### config.mk
export PLATFORM = sky130hd
export DESIGN_NAME = i2c_master_ctrl
export DESIGN_NICKNAME = d
export VERILOG_FILES = /design/src/rtl/i2c_master_ctrl.sv
export SDC_FILE = /design/constraint.sdc
export NUM_CORES = 1
export LEC_CHECK = 0
export BUFFER_PORTS_ARGS = -buffer_cell sky130_fd_sc_hd__buf_2
export CAP_MARGIN = 20
export CORE_MARGIN = 4
export CORE_UTILIZATION = 45
export CTS_CLUSTER_SIZE = 20
export DETAILED_ROUTE_END_ITERATION = 12
export PLACE_DENSITY = 0.66
export SKIP_LAST_GASP = 1
export SYNTH_ARGS = -nofsm -noshare
export SYNTH_HDL_FRONTEND = slang
export SYNTH_SLANG_ARGS = --single-unit
### constraint.sdc
create_clock -name clk -period 2.1 [get_ports clk]
set_input_delay 0.105 -clock clk [delete_from_list [all_inputs] [get_ports clk]]
set_output_delay 0.105 -clock clk [all_outputs]
set_load 0.01 [all_outputs]
### src/rtl/i2c_master_ctrl.sv
// Byte-level I2C master: sequences a single-register write or read toward a 7-bit slave.
// Each bit slot is four quarters of CLK_DIV cycles. SCL and SDA are registered open-drain
// enables, where 1 releases the line.
module i2c_master_ctrl #(
    parameter int unsigned CLK_DIV = 64
) (
    input  logic       clk,
    input  logic       rst,
    input  logic       req,
    input  logic       rdNotWr,
    input  logic [6:0] devAddr,
    input  logic [7:0] regAddr,
    input  logic [7:0] wrData,
    output logic       busy,
    output logic       done,
    output logic       ackErr,
    output logic [7:0] rdData,
    output logic       sclOut,
    output logic       sdaOut,
    input  logic       sdaIn
);

    typedef enum logic [3:0] {
        StIdle, StStart, StTxByte, StTxAck, StRstart, StRxByte, StRxNack, StStop, StFin
    } stateT;

    localparam logic [9:0] QLast = 10'(CLK_DIV - 1);

    stateT      state;
    logic [9:0] qCnt;
    logic [1:0] quarter;
    logic [2:0] bitCnt;
    logic [1:0] byteIdx;   // 0: address byte, 1: register byte, 2: write-data byte
    logic       afterRs;   // the address byte after a repeated START has been sent
    logic       rdL;
    logic [6:0] devL;
    logic [7:0] regL;
    logic [7:0] wrL;
    logic [7:0] txShift;
    logic [7:0] rxShift;
    logic       qEnd;

    assign qEnd = (qCnt == QLast);

    // Transaction FSM; each quarter boundary sets the bus levels for the next quarter.
    always_ff @(posedge clk or posedge rst) begin
        if (rst) begin
            state   <= StIdle;
            qCnt    <= '0;
            quarter <= '0;
            bitCnt  <= '0;
            byteIdx <= '0;
            afterRs <= 1'b0;
            rdL     <= 1'b0;
            devL    <= '0;
            regL    <= '0;
            wrL     <= '0;
            txShift <= '0;
            rxShift <= '0;
            busy    <= 1'b0;
            done    <= 1'b0;
            ackErr  <= 1'b0;
            rdData  <= 8'h00;
            sclOut  <= 1'b1;
            sdaOut  <= 1'b1;
        end else begin
            done <= 1'b0;
            if (state == StIdle) begin
                if (req) begin
                    rdL     <= rdNotWr;
                    devL    <= devAddr;
                    regL    <= regAddr;
                    wrL     <= wrData;
                    ackErr  <= 1'b0;
                    busy    <= 1'b1;
                    state   <= StStart;
                    qCnt    <= '0;
                    quarter <= '0;
                    byteIdx <= '0;
                    afterRs <= 1'b0;
                    sclOut  <= 1'b1;
                    sdaOut  <= 1'b1;
                end
            end else if (state == StFin) begin
                busy  <= 1'b0;
                state <= StIdle;
            end else begin
                qCnt <= qEnd ? '0 : qCnt + 10'd1;
                if (qEnd) begin
                    quarter <= quarter + 2'd1;
                    case (quarter)
                        2'd0: begin
                            case (state)
                                StRstart, StStop: sclOut <= 1'b1;
                                StTxByte: begin
                                    sdaOut  <= txShift[7];
                                    txShift <= {txShift[6:0], 1'b0};
                                end
                                StTxAck, StRxByte, StRxNack: sdaOut <= 1'b1;
                                default: ;
                            endcase
                        end
                        2'd1: begin
                            case (state)
                                StStart, StRstart: sdaOut <= 1'b0;
                                StStop: sdaOut <= 1'b1;
                                StTxByte, StTxAck, StRxByte, StRxNack: sclOut <= 1'b1;
                                default: ;
                            endcase
                        end
                        2'd2: begin
                            case (state)
                                StStart, StRstart: sclOut <= 1'b0;
                                StTxAck: if (sdaIn) ackErr <= 1'b1;
                                StRxByte: rxShift <= {rxShift[6:0], sdaIn};
                                default: ;
                            endcase
                        end
                        default: begin
                            // End of slot: SCL goes low for the next slot's q0.
                            sclOut <= 1'b0;
                            case (state)
                                StStart: begin
                                    state   <= StTxByte;
                                    txShift <= {devL, 1'b0};
                                    bitCnt  <= '0;
                                end
                                StRstart: begin
                                    state   <= StTxByte;
                                    txShift <= {devL, 1'b1};
                                    afterRs <= 1'b1;
                                    bitCnt  <= '0;
                                end
                                StTxByte: begin
                                    bitCnt <= bitCnt + 3'd1;
                                    if (bitCnt == 3'd7) state <= StTxAck;
                                end
                                StRxByte: begin
                                    bitCnt <= bitCnt + 3'd1;
                                    if (bitCnt == 3'd7) state <= StRxNack;
                                end
                                StTxAck: begin
                                    if (ackErr) begin
                                        state  <= StStop;
                                        sdaOut <= 1'b0;
                                    end else if (afterRs) begin
                                        state <= StRxByte;
                                    end else if (byteIdx == 2'd0) begin
                                        state   <= StTxByte;
                                        txShift <= regL;
                                        byteIdx <= 2'd1;
                                    end else if (byteIdx == 2'd1 && rdL) begin
                                        state  <= StRstart;
                                        sdaOut <= 1'b1;
                                    end else if (byteIdx == 2'd1) begin
                                        state   <= StTxByte;
                                        txShift <= wrL;
                                        byteIdx <= 2'd2;
                                    end else begin
                                        state  <= StStop;
                                        sdaOut <= 1'b0;
                                    end
                                end
                                StRxNack: begin
                                    if (!ackErr) rdData <= rxShift;
                                    state  <= StStop;
                                    sdaOut <= 1'b0;
                                end
                                StStop: begin
                                    // Bus stays released after the STOP.
                                    sclOut <= 1'b1;
                                    state  <= StFin;
                                    done   <= 1'b1;
                                end
                                default: ;
                            endcase
                        end
                    endcase
                end
            end
        end
    end

endmodule

==> reports/results.ini, run 1 <==
[status]
outcome=finished, violations left
failed_checks=setup timing

[worst_setup_path]
crit_chain=ha_2 > or4b_4 > or3_4 > nor3_4 > buf_4 > nand2_4 > mux2_2
arrival_ns=2.45
crit_path_start_kind=register
critPathMaxStageDelay_ns=0.48
cp_slowest_cell=or4b_4
r2r-start=qCnt[0]
critPathTopFamily=simple AND/OR/NAND/NOR gates
path_max_fanout=8
worstSetupPathType=register to register
critPathCaptureType=register
crit_start=qCnt[0]
required_ns=2.34
critPathBufInv=1

[sta]
min_period_ns=2.21
maxSlewHeadroom_pct=67.3
rsz0062_at_grt=yes
fin_crit_sh_pct=105
skew_ns=0.0116
finalHoldViolCount=0
drv_slew=0
max_freq_mhz=453
setup_ws_ns=-0.109
finalSetupViolations=20
tightestPinTransition_ns=0.485
holdWs_ns=0.0695

[floorplanning]
start_util_pct=46.6
die_y_um=100
ios=41
core_region_area_mm2=0.00826
die_area_mm2=0.0101
die_w_um=100
row_count=33

[clock_network]
root_buffer=clkbuf_8
htree_levels=3
cts_tree=built
clock_sinks=75
clkTransAtPathRegs_ns=0.08
clk_latency_ns=0.35
numCtsBuffers=9
max-clock-path-buffers=2

[route]
routed_wl_mm=9.22
drcViolationCount=0
top_layer=met4
drt_iter0_drc=222
vias=3197
routedWlPerCell_um=16.2
ant_nets=0
wl_met1_mm=4.26
dr_wl_met2_mm=4.36
viasPerCell=5.61
drtPass1Iterations=5
wl_met3_um=455

[min_path]
hold_path_class=primary input to register
min_from=req

[global_routing]
grt_usage_pct=19.3
grt_max_degree=76
antenna_found_initial=0
grt_pass1_wl_mm=15.4
grt_pass1_vias=3156
overflow=0

[synthesis]
syn_avg_cell_area_um2=10.8
ys_ff_latch=75
synth_cell_types=56
ys_seq_area_share_pct=48.8
ys.warnings.count=0
netlist.area_leader.share_pct=47.5
synthTopCellsByArea=dfrtp_1 47%, mux2_2 13%, o21ai_0 3.6%, nand2_1 2.7%, ha_1 2.3%
synth-edff-count=0
synth_top_cell_by_area=dfrtp_1
async_flop_share_pct=100
syn_area_mm2=0.00385
syn_inst=358
synth_nets=393
synthFlopType=dfrtp_1

[finish]
area_growth_pct=30.4
nets=496
postLayoutCellArea_mm2=0.00502
drive_gt1_share_pct=35.5
diodes=0
fillers=661

[placement]
dp_hpwl_mm=6.25
dpl_cell_area_mm2=0.00446
io_buffers=40
place_congestion=0.920

[power]
p_per_area_mw_per_mm2=548
ir_drop_uv=418
power_mw=2.75
leakagePower_nw=2.32

[job]
maxCapViolCount=0

==> metrics by stage <==
stage	utilization [%]	setup TNS [ns]	setup slack [ns]	instances
after CTS	60.1	-1.04	-0.0743	567
after global placement	54.0	-0.676	-0.0529	524
after global routing	60.8	-3.98	-0.205	570
after floorplan	-	-2.60	-0.148	358
after detailed placement	54.0	-1.29	-0.112	524
final	60.8	-1.80	-0.109	570
==> final timing paths <==
kind,to,slack [ns],depth (start not counted)
max reg2reg,rdData[3],-0.11,7
max in group asynchronous,sdaOut,1.37,4
min reg2reg,txShift[7],0.48,2
min,afterRs,0.07,2
max,rdData[3],-0.11,7
min in group asynchronous,rxShift[1],0.39,4
==> synthesized netlist by cell type, types with 5 or more instances <==
library cell / count
buf_2: 6
nand4_1: 7
nor2_1: 23
inv_1: 11
xor2_1: 6
nor3_1: 6
ha_1: 7
nand2_1: 28
mux2_2: 44
a21oi_1: 14
o21ai_0: 28
a311oi_1: 8
dfrtp_1: 73
and3_1: 5
clkbuf_1: 12
==> sequential cells by signal, summed over array words and instances, names as in the netlist <==
name and cells:
qCnt 10, rxShift 8, rdL 1, txShift 8, sclOut 1, afterRs 1
quarter 2, sdaOut 1, byteIdx 2, devL 7, state 4, bitCnt 3
done 1, busy 1, ackErr 1, regL 8, rdData 8, wrL 8
==> cell usage in the layout (no fill, tap or decap), types with 3 or more instances in the layout <==
cell           netlist  final
a211oi_1             4      4
a21oi_1             14     14
a311oi_1             8      8
a31oi_1              3      3
a32o_1               3      3
a32oi_1              4      4
a41oi_1              3      3
and3_1               5      5
buf_12               0      3
buf_2                6     40
buf_4                0     41
buf_6                0      3
clkbuf_8             0      9
clkinv_4             0      3
dfrtp_1             73     72
dlygate4sd3_1        0     26
ha_1                 7      5
inv_1               11     10
mux2_2              44     44
mux2i_1              4      4
nand2_1             28     28
nand2b_1             4      4
nand3_1              4      4
nand4_1              7      7
nor2_1              23     23
nor3_1               6      6
nor3b_1              4      4
nor4_2               2      3
o21a_1               3      3
o21ai_0             28     27
xnor2_1              3      3
xor2_1               6      6
==> cell type report <==
cell class                 count  area [µm²]  share of cell area, %
clock inverter                 6        91.3                   1.82
multi-input combinational    251        1890                   37.6
clock buffer                   9         124                   2.47
inverter                      11        41.3                  0.823
timing repair buffer         113         862                   17.2
tap                          105         131                   2.62
sequential                    75        1880                   37.5
==> what timing repair did <==
action                                  in CTS  in global routing
gates resized for setup                      3                 10
pin swaps                                    1                  2
hold buffers                                25                  1
endpoints found under the setup margin      27                 38
gates cloned                                 0                  1
endpoints found under the hold margin       97                  1
buffers inserted                             3                  1
==> metal layers <==
layer / vias to the layer above / track usage [%]
li1: 1533 / -
met5: - / 0
met1: 1557 / 27.3
met2: 90 / 29.5
met3: 17 / 4.22
met4: 0 / 6.63
==> cell families (layout without fill, tap and decap cells) <==
| kind of cell | Yosys count | count (layout) | synth area share, % |
|---|---|---|---|
| simple gates | 101 | 101 | 14.6 |
| compound gates | 86 | 86 | 15.1 |
| flops | 75 | 75 | 48.8 |
| mux | 48 | 48 | 13.9 |
| buf+inv | 32 | 139 | 3.32 |
| xor+xnor | 9 | 9 | 2.05 |
| fa+ha+maj | 7 | 7 | 2.28 |
==> power by group <==
group	internal, mW	total (mW)	switching (mW)
Combinational	0.0545	0.0978	0.0433
Sequential	1.44	1.44	0.000882
Clock	0.666	1.21	0.540
(Power assumes the default switching activity.)
==> run 2, diff against run 1 <==
Settings changed: MAX_ROUTING_LAYER set to met4.
==> reports/results.ini, run 2 (same netlist as run 1, synthesis figures left out) <==
[status]
outcome=finished, violations left
failed_checks=setup timing

[job]
maxCapViolCount=0  ; unchanged

[clock_network]
root_buffer=clkbuf_8
numCtsBuffers=9  ; unchanged
clkTransAtPathRegs_ns=0.08  ; about the same
cts_tree=built
htree_levels=3  ; unchanged
clock_sinks=75  ; unchanged
clk_latency_ns=0.35  ; about the same
max-clock-path-buffers=2  ; unchanged

[route]
vias=3194  ; -0.094%
ant_nets=0  ; unchanged
routedWlPerCell_um=16.2  ; +0.29%
drt_iter0_drc=201  ; -9.5%
dr_wl_met2_mm=4.34  ; -0.37%
wl_met3_um=465  ; +2.2%
top_layer=met4
routed_wl_mm=9.25  ; +0.29%
drtPass1Iterations=5  ; unchanged
wl_met1_mm=4.30  ; +0.89%
drcViolationCount=0  ; unchanged
viasPerCell=5.60  ; about the same

[finish]
drive_gt1_share_pct=35.5  ; unchanged
layout_commonest_cell=dfrtp_1
final_util_pct=60.8  ; unchanged
nets=496  ; unchanged
largest_register_ff_count=10  ; unchanged
regMostFlops=qCnt
postLayoutCellArea_mm2=0.00502  ; unchanged
final_cell_mix=72 x dfrtp_1, 44 x mux2_2, 41 x buf_4, 40 x buf_2, 28 x nand2_1
area_growth_pct=30.4  ; unchanged
fillers=661  ; unchanged
diodes=0  ; unchanged

[worst_setup_path]
r2r-start=qCnt[0]
critPathCaptureType=register
path_max_fanout=8  ; unchanged
rr_endpoint=rdData[3]
worstSetupPathType=register to register
crit_path_start_kind=register
rrSetupSlack_ns=-0.11  ; about the same
required_ns=2.34  ; about the same
arrival_ns=2.44  ; about the same
reg2reg_depth=7  ; unchanged

[sta]
fin_crit_sh_pct=105  ; -0.17 points
maxSlewHeadroom_pct=67.1  ; -0.19 points
finalHoldViolCount=0  ; unchanged
finalSetupViolations=20  ; unchanged
drv_slew=0  ; unchanged
setup_ws_ns=-0.106  ; +0.00352 ns
min_period_ns=2.21  ; -0.00351 ns
skew_ns=0.0107  ; -0.000931 ns
tightestPinTransition_ns=0.488  ; +0.00283 ns
rsz0062_at_grt=yes
max_freq_mhz=453  ; +0.16%

[power]
power_mw=2.75  ; about the same
leakagePower_nw=2.32  ; unchanged
ir_drop_uv=418  ; -0.21%
p_per_area_mw_per_mm2=548  ; about the same

[global_routing]
grt_max_degree=76  ; unchanged
grt_pass1_vias=3158  ; +0.063%
grt_pass1_wl_mm=15.4  ; unchanged
overflow=0  ; unchanged
antenna_found_initial=0  ; unchanged
grt_usage_pct=19.9  ; +0.57 points

[min_path]
whs_path_depth=2  ; unchanged
hold_end=afterRs
hold_path_class=primary input to register
min_from=req

[floorplanning]
core_region_area_mm2=0.00826  ; unchanged
ios=41  ; unchanged
die_w_um=100  ; unchanged
die_y_um=100  ; unchanged
die_area_mm2=0.0101  ; unchanged
row_count=33  ; unchanged
start_util_pct=46.6  ; unchanged

[placement]
place_congestion=0.936  ; +1.7%
dp_hpwl_mm=6.25  ; unchanged
dpl_cell_area_mm2=0.00446  ; unchanged
io_buffers=40  ; unchanged

[run 2: cell counts in the layout (fill, tap and decap cells not counted)]
Identical to the previous run, type by type.
[run 2: cell type report]
cell class	instances	area [µm²]	area share, %
multi-input combinational	251	1890	37.6
sequential	75	1880	37.5
timing repair buffer	113	862	17.2
tap	105	131	2.62
clock buffer	9	124	2.47
clock inverter	6	91.3	1.82
inverter	11	41.3	0.823
[run 2: worst max path at each step]
stage / from / end / slack, ns / cells after the start
after floorplan: qCnt[0] / rxShift[0] / -0.15 / 6
after global placement: qCnt[0] / rxShift[1] / -0.05 / 6
after detailed placement: qCnt[0] / rxShift[1] / -0.11 / 6
after CTS: qCnt[0] / rxShift[6] / -0.07 / 6
after global routing: qCnt[0] / rdData[3] / -0.20 / 7
final: qCnt[0] / rdData[3] / -0.11 / 7
[run 2: power by group]
part	internal (mW)	switching, mW	total, mW
Clock	0.666	0.538	1.20
Sequential	1.44	0.000801	1.44
Combinational	0.0545	0.0436	0.0981
Total	2.16	0.582	2.75
[run 2: metal layers]
metal | vias to the layer above | global-route usage (%)
met5 | - | -
met4 | 0 | 6.63
met3 | 15 | 4.29
met2 | 91 | 29.6
met1 | 1549 | 27.2
li1 | 1539 | -
[run 2: critical path: stages, from the launching register on]
cell     delay (ns)
dfrtp_1        0.37
ha_2           0.18
or4b_4         0.48
or3_4          0.36
nor3_4         0.18
buf_4          0.16
nand2_4        0.08
mux2_2         0.30
[run 2: what timing repair did]
item	4_1_cts	5_1_grt
resized for setup	3	10
hold buffers	25	1
endpoints found under the hold margin	97	1
buffers inserted	3	1
gates cloned	0	1
pin swaps	1	2
setup endpoints to repair	27	38
[run 2: metrics by stage]
stage               instances  worst slack (ns)  TNS [ns]  hold slack (ns)
floorplan                 358            -0.148     -2.60            0.191
global placement          524           -0.0529    -0.676            0.226
detailed placement        524            -0.112     -1.29            0.226
CTS                       567           -0.0743     -1.04         0.000641
global route              570            -0.205     -3.95           0.0719
finish                    570            -0.106     -1.76           0.0666
==> run 3, diff against run 2 <==
Settings changed: PLACE_DENSITY 0.66 to unset.
Clock period 2.1 ns to 2.65 ns, I/O delays scaled along.
==> reports/results.ini, run 3 (same netlist as run 1, synthesis figures left out) <==
[floorplanning]
ios=41  ; unchanged
core_region_area_mm2=0.00826  ; unchanged
row_count=33  ; unchanged
die_y_um=100  ; unchanged
die_area_mm2=0.0101  ; unchanged
start_util_pct=46.6  ; unchanged
die_w_um=100  ; unchanged

[sta]
min_period_ns=2.43  ; +0.225 ns
tightestPinTransition_ns=0.623  ; +0.135 ns
drv_slew=0  ; unchanged
skew_ns=0.00910  ; -0.00160 ns
rsz0062_at_grt=no
maxSlewHeadroom_pct=58.2  ; -9.0 points
max_freq_mhz=411  ; -9.3%
finalHoldViolCount=0  ; unchanged
holdWs_ns=0.0123  ; -0.0543 ns
finalSetupViolations=0  ; -100%
fin_crit_sh_pct=91.7  ; -13 points
tns_ns=0  ; +1.76 ns

[finish]
final_cell_mix=73 x dfrtp_1, 44 x mux2_2, 40 x buf_2, 28 x nand2_1, 28 x o21ai_0
multi_input_area_mm2=0.00185  ; -2.1%
final_util_pct=55.5  ; -5.2 points
diodes=0  ; unchanged
fillers=743  ; +12%
postLayoutCellArea_mm2=0.00459  ; -8.6%
drive_gt1_share_pct=29.9  ; -5.6 points
nets=449  ; -9.5%
layout_commonest_cell=dfrtp_1
regArea_mm2=0.00188  ; about the same
largest_register_ff_count=10  ; unchanged
area_growth_pct=19.1
stdcell_count=523  ; -8.2%
regMostFlops=qCnt

[min_path]
hold_path_class=primary input to register
min_from=wrData[2]

[global_routing]
overflow=0  ; unchanged
grt_pass1_wl_mm=14.2  ; -7.8%
grt_max_degree=52  ; -32%
grt_usage_pct=18.3  ; -1.6 points
grt_pass1_vias=2871  ; -9.1%
antenna_found_initial=0  ; unchanged

[worst_setup_path]
r2r-start=qCnt[0]
cp_slowest_cell=or4b_4
critPathCaptureType=register
path_max_fanout=8  ; unchanged
critPathMaxStageDelay_ns=0.51  ; +0.03 ns
crit_start=qCnt[0]
critPathTopFamily=simple AND/OR/NAND/NOR gates
worstSetupPathType=register to register
critPathBufInv=0  ; -1
crit_path_start_kind=register
required_ns=2.88  ; +0.54 ns
crit_chain=ha_1 > or4b_4 > or3_4 > nor3_4 > nand4_4 > mux2_2
arrival_ns=2.66  ; +0.22 ns

[clock_network]
cts_tree=built
cts_resized=0  ; -3
root_buffer=clkbuf_8
numCtsBuffers=9  ; unchanged
clkTransAtPathRegs_ns=0.08  ; about the same
hold_buffers=10  ; -60%
clock_sinks=75  ; unchanged
clk_latency_ns=0.35  ; about the same
htree_levels=3  ; unchanged
post_cts.repair.setup_buffers=0  ; -3
max-clock-path-buffers=2  ; unchanged

[route]
routedWlPerCell_um=16.2  ; -0.27%
drcViolationCount=0  ; unchanged
routed_wl_mm=8.47  ; -8.5%
drt_iter0_drc=148  ; -26%
ant_nets=0  ; unchanged
vias=2973  ; -6.9%
drtPass1Iterations=5  ; unchanged
viasPerCell=5.68  ; +1.4%

[power]
leakagePower_nw=2.08  ; -10%
p_per_area_mw_per_mm2=495  ; -9.7%
ir_drop_uv=302  ; -28%

[placement]
io_buffers=40  ; unchanged
place_congestion=0.897  ; -4.2%
dp.cells=498  ; -5.0%
dp_hpwl_mm=5.94  ; -5.0%
dpl_cell_area_mm2=0.00425  ; -4.9%

[status]
outcome=completed

[job]
maxCapViolCount=0  ; unchanged

==> run 3: cell types whose count changed in the layout (fill, tap and decap cells not counted), moves of 2 or more <==
cell,delta
buf_4,-27
clkinv_4,-2
dlygate4sd3_1,-16
ha_1,+2
ha_2,-2
buf_6,-3
==> run 3: through the flow <==
step                total power [mW]  setup slack [ns]
global route                    2.35            0.0749
global placement                1.22             0.299
floorplan                       1.19             0.392
CTS                             2.30             0.217
detailed placement              1.22             0.235
finish                          2.27             0.219
==> run 3: where the power goes <==
group	total, mW	switching, mW	internal, mW	leakage, nW
logic	0.0582	0.0305	0.0276	0.964
registers	1.15	0.000635	1.14	0.998
clock network	1.07	0.417	0.648	0.120
==> run 3: layer usage <==
layer / vias up / GRT usage [%] / part of all wire (%) / routed length [µm]
li1: 1435 / - / - / -
met1: 1450 / 24.8 / 45 / 3790
met2: 82 / 28.0 / 48 / 4090
met3: 6 / 3.74 / 6.0 / 504
met4: 0 / 5.39 / 0.96 / 81
met5: - / - / 0 / 0
==> run 3: worst paths after layout <==
path / end / slack (ns) / cells after the start
min in group asynchronous: wrL[0] / 0.37 / 3
max in group asynchronous: sclOut / 1.59 / 4
hold / removal: wrL[2] / 0.01 / 2
setup reg to reg: rxShift[2] / 0.22 / 6
setup / recovery: rxShift[2] / 0.22 / 6
hold reg to reg: txShift[5] / 0.48 / 2
==> run 3: final cells by class <==
| type | instances | area share (%) |
|---|---|---|
| clock buffers | 11 | 3.08 |
| clock inverters | 4 | 2.16 |
| inverters | 11 | 0.900 |
| multi-input cells | 251 | 40.3 |
| flip-flops and latches | 75 | 41.0 |
| well taps | 105 | 2.86 |
| repair buffers | 66 | 9.71 |
==> run 3: worst register-to-register path, cell delays in order, from the launching register on <==
cell and delay, ns:
dfrtp_1 0.43, ha_1 0.26, or4b_4 0.51, or3_4 0.39, nor3_4 0.19, nand4_4 0.20, mux2_2 0.33
